===== config.mk =====
export PLATFORM = sky130hd
export DESIGN_NAME = e203_rst_seq
export DESIGN_NICKNAME = d
export VERILOG_FILES = /design/src/rtl/e203_rst_pkg.sv /design/src/rtl/e203_sync_filt.sv /design/src/rtl/e203_rst_seq.sv
export SDC_FILE = /design/constraint.sdc
export NUM_CORES = 1
export LEC_CHECK = 0
export CORE_ASPECT_RATIO = 0.9
export CORE_MARGIN = 2
export CORE_UTILIZATION = 30
export DETAILED_ROUTE_END_ITERATION = 12
export GPL_TIMING_DRIVEN = 0
export SYNTH_ARGS = -nofsm -noshare
export SYNTH_HDL_FRONTEND = slang
export SYNTH_SLANG_ARGS = --single-unit

===== constraint.sdc =====
create_clock -name clk -period 1.55 [get_ports clk]
set_clock_uncertainty 0.05 [all_clocks]
set_input_delay 0.2325 -clock clk [delete_from_list [all_inputs] [get_ports clk]]
set_output_delay 0.2325 -clock clk [all_outputs]
set_load 0.03 [all_outputs]

===== src/rtl/e203_rst_pkg.sv =====
// Shared types and constants for the E203 reset sequencer.
package e203_rst_pkg;

    typedef enum logic [1:0] {
        RESET   = 2'd0,
        WAIT_OK = 2'd1,
        RELEASE = 2'd2,
        RUN     = 2'd3
    } rst_state_e;

    // Bit positions inside rst_cause
    localparam int unsigned CAUSE_POR  = 0;
    localparam int unsigned CAUSE_EXT  = 1;
    localparam int unsigned CAUSE_LOCK = 2;
    localparam int unsigned CAUSE_SW   = 3;
    localparam int unsigned CAUSE_W    = 4;

    // Value loaded on power-on reset: only the POR cause flagged
    localparam logic [CAUSE_W-1:0] CAUSE_RST_VAL = CAUSE_W'(1) << CAUSE_POR;

endpackage


===== src/rtl/e203_sync_filt.sv =====
// Two-flop synchronizer followed by an optional level filter. The filter output only
// follows the synchronized input after FILT_LEN consecutive cycles at the new level;
// FILT_LEN = 0 bypasses the filter and exposes the synchronizer output directly.
module e203_sync_filt #(
    parameter int unsigned FILT_LEN = 16,
    parameter bit          RST_VAL  = 1'b0,
    parameter int unsigned CNT_W    = 5
) (
    input  logic clk,
    input  logic rst_n,
    input  logic din,
    output logic dout
);

    logic s1_q;
    logic s2_q;

    // Metastability guard for the asynchronous input
    always_ff @(posedge clk or negedge rst_n) begin
        if (!rst_n) begin
            s1_q <= RST_VAL;
            s2_q <= RST_VAL;
        end else begin
            s1_q <= din;
            s2_q <= s1_q;
        end
    end

    if (FILT_LEN == 0) begin : g_bypass
        assign dout = s2_q;
    end else begin : g_filt
        localparam logic [CNT_W-1:0] CNT_LAST = CNT_W'(FILT_LEN - 1);

        logic             out_q;
        logic [CNT_W-1:0] cnt_q;

        // Count cycles at a level different from the output; any return restarts it
        always_ff @(posedge clk or negedge rst_n) begin
            if (!rst_n) begin
                out_q <= RST_VAL;
                cnt_q <= '0;
            end else if (s2_q == out_q) begin
                cnt_q <= '0;
            end else if (cnt_q == CNT_LAST) begin
                out_q <= s2_q;
                cnt_q <= '0;
            end else begin
                cnt_q <= cnt_q + 1'b1;
            end
        end

        assign dout = out_q;
    end

endmodule


===== src/rtl/e203_rst_seq.sv =====
// Reset sequencer: filters the board reset, supervises PLL lock, accepts a soft reset
// request, releases N_DOM reset domains one after another and records why the last
// reset happened in a sticky cause register.
module e203_rst_seq
    import e203_rst_pkg::*;
#(
    parameter int unsigned N_DOM    = 4,
    parameter int unsigned EXT_FILT = 16,
    parameter int unsigned HOLD_CYC = 8,
    parameter int unsigned CNT_W    = $clog2((EXT_FILT > HOLD_CYC) ? EXT_FILT : HOLD_CYC) + 1
) (
    input  logic               clk,
    input  logic               rst_n,
    input  logic               ext_rst_n,
    input  logic               pll_locked,
    input  logic               sw_rst_req,
    input  logic               cause_clr,
    output logic [N_DOM-1:0]   dom_rst_n,
    output logic               seq_done,
    output logic [CAUSE_W-1:0] rst_cause
);

    localparam int unsigned      IDX_W     = (N_DOM > 1) ? $clog2(N_DOM) : 1;
    localparam logic [IDX_W-1:0] IDX_LAST  = IDX_W'(N_DOM - 1);
    localparam logic [CNT_W-1:0] HOLD_LAST = CNT_W'(HOLD_CYC - 1);

    logic ext_ok;
    logic lock_ok;
    logic fault;
    logic fault_hit;

    rst_state_e         state_q, state_d;
    logic [CNT_W-1:0]   cnt_q, cnt_d;
    logic [IDX_W-1:0]   idx_q, idx_d;
    logic [N_DOM-1:0]   dom_q, dom_d;
    logic               done_q, done_d;
    logic [CAUSE_W-1:0] cause_q, cause_d;

    e203_sync_filt #(
        .FILT_LEN (EXT_FILT),
        .RST_VAL  (1'b0),
        .CNT_W    (CNT_W)
    ) u_ext_filt (
        .clk   (clk),
        .rst_n (rst_n),
        .din   (ext_rst_n),
        .dout  (ext_ok)
    );

    e203_sync_filt #(
        .FILT_LEN (0),
        .RST_VAL  (1'b0),
        .CNT_W    (CNT_W)
    ) u_lock_sync (
        .clk   (clk),
        .rst_n (rst_n),
        .din   (pll_locked),
        .dout  (lock_ok)
    );

    assign fault     = !ext_ok | !lock_ok | sw_rst_req;
    // Inside RESET a fault only restarts the dwell; it is not a new reset event
    assign fault_hit = fault && (state_q != RESET);

    // State register
    always_ff @(posedge clk or negedge rst_n) begin
        if (!rst_n) begin
            state_q <= RESET;
        end else begin
            state_q <= state_d;
        end
    end

    // Next-state logic
    always_comb begin
        state_d = state_q;
        unique case (state_q)
            RESET: begin
                if (!fault && cnt_q == HOLD_LAST) state_d = WAIT_OK;
            end
            WAIT_OK: begin
                if (fault)                  state_d = RESET;
                else if (ext_ok && lock_ok) state_d = RELEASE;
            end
            RELEASE: begin
                if (fault)                                         state_d = RESET;
                else if (cnt_q == HOLD_LAST && idx_q == IDX_LAST) state_d = RUN;
            end
            RUN: begin
                if (fault) state_d = RESET;
            end
            default: state_d = RESET;
        endcase
    end

    // Datapath next values: dwell/spacing counter, domain index, outputs, cause bits
    always_comb begin
        cnt_d   = cnt_q;
        idx_d   = idx_q;
        dom_d   = dom_q;
        done_d  = done_q;
        cause_d = cause_q;

        unique case (state_q)
            RESET: begin
                dom_d  = '0;
                idx_d  = '0;
                done_d = 1'b0;
                cnt_d  = (fault || cnt_q == HOLD_LAST) ? '0 : cnt_q + 1'b1;
            end
            WAIT_OK: begin
                cnt_d = '0;
            end
            RELEASE: begin
                if (cnt_q == HOLD_LAST) begin
                    for (int i = 0; i < N_DOM; i++) begin
                        if (idx_q == IDX_W'(i)) dom_d[i] = 1'b1;
                    end
                    cnt_d = '0;
                    if (idx_q == IDX_LAST) begin
                        idx_d  = '0;
                        done_d = 1'b1;
                    end else begin
                        idx_d = idx_q + 1'b1;
                    end
                end else begin
                    cnt_d = cnt_q + 1'b1;
                end
            end
            RUN: begin
                cnt_d = '0;
            end
            default: begin
                cnt_d = '0;
            end
        endcase

        if (fault_hit) begin
            dom_d  = '0;
            done_d = 1'b0;
            cnt_d  = '0;
            idx_d  = '0;
        end

        // Clear first so a same-cycle set event survives
        if (cause_clr) cause_d = '0;
        if (fault_hit) begin
            if (!ext_ok)    cause_d[CAUSE_EXT]  = 1'b1;
            if (!lock_ok)   cause_d[CAUSE_LOCK] = 1'b1;
            if (sw_rst_req) cause_d[CAUSE_SW]   = 1'b1;
        end
    end

    // Datapath registers; every output comes straight from a flop
    always_ff @(posedge clk or negedge rst_n) begin
        if (!rst_n) begin
            cnt_q   <= '0;
            idx_q   <= '0;
            dom_q   <= '0;
            done_q  <= 1'b0;
            cause_q <= CAUSE_RST_VAL;
        end else begin
            cnt_q   <= cnt_d;
            idx_q   <= idx_d;
            dom_q   <= dom_d;
            done_q  <= done_d;
            cause_q <= cause_d;
        end
    end

    assign dom_rst_n = dom_q;
    assign seq_done  = done_q;
    assign rst_cause = cause_q;

endmodule

==> results.md <==
- Data on the critical path arrives at its endpoint at 1.63 ns.
- After detailed routing, the total wire length is 1899 µm.
- After synthesis, the largest family of logic cells by area is simple AND/OR/NAND/NOR gates.
- The stage delay of the slowest cell on the critical path is 0.39 ns.
- The worst pin sits at a relative slew slack of 22.79%.
- Setup repair after global routing left no endpoint under its margin.
- Hold is met by 0.1361 ns.
- The post-route DRC violation count is 0.
- The buffer depth of the longest clock path is 2.
- The power per unit of standard cell area is 815.3 nW/µm².
- The number of hold violations in the final report came to 0.
- The worst setup path is launched from a flip-flop.
- The last weighted congestion value of the routability-driven placer is 0.7471.
- Entering global routing, the biggest net connects 28 pins.
- The core outline area is 3705 µm².
- The synthesized netlist devotes 6.080% of its cell area to compound gates.
- After global routing the overflow that remains totals 0.
- The global-route wire length before repair is 3539 µm.
- The share of the synthesized netlist area taken by xor and xnor gates is 4.560%.
- Global routing consumed, over all layers together, 9.935% of the routing resources.
- The number of failing setup endpoints in the final timing report is 0.
- In this run the number of H-tree levels came out at 1.
- The layout net count is 133.
- The maximum frequency from static timing analysis is 678.8 MHz.
- The max-capacitance violation count is 0.
- For this block, the initial DRC count from the detailed router was 45.
- Counting flops and latches in the post-synthesis netlist gives 27.
- On the critical path the largest part of the delay comes from simple AND/OR/NAND/NOR gates.
- The initialized floorplan defines 21 standard-cell rows.
- STA puts the critical path data required time at 1.71 ns.
- The simple-gate share of the synthesized area is 18.57%.
- The total count of max-transition violations in the final report is 0.
- The clock transition at the registers of the reported paths is 0.09 ns.
- The proportion of layout cells with a drive suffix above 1 is 12.50%.
- The CTS root buffer is clkbuf_8.
- Yosys printed 0 warnings.
- The count of unique library cells instantiated by Yosys is 31.
- Summing every instance area after synthesis gives 1152 µm².
- Buffers inserted during clock tree synthesis total 3.
- The fraction of the cycle the final worst path needs is 95.04%.
- The biggest area contributor in the post-synthesis netlist is dfrtp_1.
- The clock period minus worst slack is 1.473 ns.
- The sequential element share of the synthesized area is 58.74%.
- The die covers 4354 µm².
- The met1 track demand over resource is 12.81%.
- Across all layers, the routed design uses 755 vias.
- The worst supply voltage drop on vdd is 0.6408 mV.
- The initial cell density of the core is 31.10%.
- The critical path class is flip-flop to flip-flop.
- The floorplan die height is 62.80 µm.
- The number of buffers and inverters on the critical path is 1.
- At the pin with the least slew margin, the transition time is 1.156 ns.
- For this design, the CTS-stage hold fixing added 0 buffers.
- The number of global-route vias before repair is 813.
- Synthesis produced a netlist with a net count of 111.
- The most crowded layer after global routing is met2.
- The adder and majority gate portion of the synthesized area is 6.515%.
- Of the post-synthesis cell area, the dominant cell type holds 56.46%.
- STA classifies the critical path endpoint as a flip-flop.
- The via density per instance is 4.548.
- The repair_antennas step left the layout with diodes totalling 0.
- The signal on the critical path passes through ha_2 -> and4bb_1 -> buf_6 -> or3_4 -> nor2_2.
- The post-synthesis to final-layout area growth is 22.48%.
- The initial antenna violation count is 0.
- The detailed placer's ending HPWL is 1363 µm.
- In the post-synthesis netlist, the biggest area contributors are dfrtp_1 (56%), ha_1 (6.5%), xor2_1 (3.8%).
- The global routing usage on met3 is 3.065%.
- After layout, the design draws a total of 1.151 mW.
- The count of pins on the block boundary is 15.
- The maximum fanout along the worst path is 8.
- During placement, the flow inserted port buffers numbering 14.
- The leakage power is 0.6841 nW.
- The routing usage on met2 is 16.47%.
- For the worst-skew pair, the clock arrives at the later sink with an insertion delay of 0.27 ns.
- The slowest cell on the critical path is dfrtp_1.
- The number of nets with antenna violations after detailed routing is 0.
- TritonCTS built the clock tree.
- The width of the die is 69.33 µm.
- The first detailed-routing pass took 4 iterations.
- The classification of the worst-slack hold path is primary input to async pin.
- The tree built by TritonCTS fans out to 27 sinks.
- After detailed routing, the average wire length per cell comes to 11.44 µm.
- A synthesized cell averages 11.64 µm².
- The run finished with clean final reports.
- Synthesis produced a netlist whose cell count is 99.
- In the synthesized netlist, mux cells make up 0.9772% of the area.
- In the final timing run, aggregate negative setup slack is 0 ns.
placed cells by master (no fill, tap or decap), types with 2 or more instances in the layout:
master	count
and2_1	2
clkbuf_8	3
dlygate4sd2_1	9
ha_1	5
nand3_1	8
a31oi_1	6
clkdlybuf4s50_1	4
nor2_1	9
buf_4	4
dfrtp_1	26
o21ai_1	3
nor3_1	2
nor2_2	2
clkbuf_1	2
xor2_1	5
nand2_1	3
o22ai_1	2
inv_1	7
where the power goes:
group	switching (mW)	internal, mW	total [mW]
logic	0.0206	0.0183	0.0389
clock network	0.205	0.184	0.389
registers	0.00737	0.715	0.723
total	0.233	0.917	1.15
per-layer routing:
metal | up-vias | share of wire [%]
met2 | 10 | 47
met1 | 365 | 49
li1 | 378 | -
met4 | 0 | 0.63
met3 | 2 | 3.6
met5 | - | 0
Yosys cell counts (all sizes together):
| master | n |
|---|---|
| and4bb | 1 |
| xnor2 | 1 |
| nand4 | 1 |
| and3 | 1 |
| nand3 | 8 |
| a31oi | 6 |
| or2 | 1 |
| o22ai | 2 |
| dfrtp | 26 |
| dfstp | 1 |
| nand2b | 1 |
| xor2 | 5 |
| nor2b | 1 |
| clkbuf | 1 |
| o21ai | 3 |
| nand3b | 1 |
| nor3b | 1 |
| ha | 6 |
| a21oi | 1 |
| buf | 2 |
| mux2 | 1 |
| nor3 | 2 |
| or3 | 1 |
| nand4bb | 1 |
| nor2 | 11 |
| nand2 | 3 |
| and2 | 2 |
| inv | 8 |
layout make-up:
class / count / area, µm²
fill: 346 / 2293
multi-input combinational: 61 / 425.4
timing repair buffer: 17 / 153.9
inverter: 8 / 30.03
buffer: 3 / 22.52
clock buffer: 4 / 45.04
sequential: 27 / 676.9
tap: 46 / 57.56
cell families after synthesis:
family	Yosys count
simple gates	36
flops	27
compound gates	12
buf+inv	11
xor+xnor	6
fa+ha+maj	6
mux	1
what timing repair did:
action | 4_1_cts | 5_1_grt
setup endpoints to repair | 12 | 28
resized for setup | 10 | 1
buffers inserted | 2 | 1
pin swaps | 1 | 1
metrics by stage:
stage	setup slack [ns]	util, %	std cells	area [µm²]
global route	0.01896	38.10	166	1411
finish	0.07689	38.10	166	1411
CTS	0.02012	37.83	165	1401
detailed placement	-0.1732	36.44	159	1350
global placement	-0.1615	36.44	159	1350
floorplan	0.02796	-	99	1152
path summary, 6_finish.rpt:
path | start | endpoint | slack (ns) | cells after the start
setup / recovery | cnt_q[1]$_DFF_PN0_ | cnt_q[3]$_DFF_PN0_ | 0.08 | 5
hold / removal | rst_n | state_q[1]$_DFFE_PN0P_ | 0.14 | 1
setup reg to reg | cnt_q[1]$_DFF_PN0_ | cnt_q[3]$_DFF_PN0_ | 0.08 | 5
hold reg to reg | u_ext_filt.s1_q$_DFF_PN0_ | u_ext_filt.s2_q$_DFF_PN0_ | 0.30 | 0
max in group asynchronous | rst_n | u_ext_filt.g_filt.cnt_q[0]$_DFF_PN0_ | 0.62 | 1
min in group clk | u_ext_filt.s1_q$_DFF_PN0_ | u_ext_filt.s2_q$_DFF_PN0_ | 0.30 | 0
registers in the layout, summed over array words and instances (netlist names):
| signal | flops |
|---|---|
| u_ext_filt.dout | 1 |
| u_lock_sync.dout | 1 |
| dom_rst_n | 4 |
| u_lock_sync.s1_q | 1 |
| idx_q | 2 |
| u_ext_filt.s1_q | 1 |
| cnt_q | 5 |
| u_ext_filt.s2_q | 1 |
| state_q | 2 |
| rst_cause | 4 |
| u_ext_filt.g_filt.cnt_q | 5 |
worst reg2reg max path, delay by kind of cell, from the launching register on:
kind                     cells  cell delay (ns)
buffers and inverters        1             0.13
adder cells (fa/ha/maj)      1             0.19
AND/OR/NAND/NOR              3             0.65
flip-flops                   1             0.39
(Power assumes the default switching activity.)
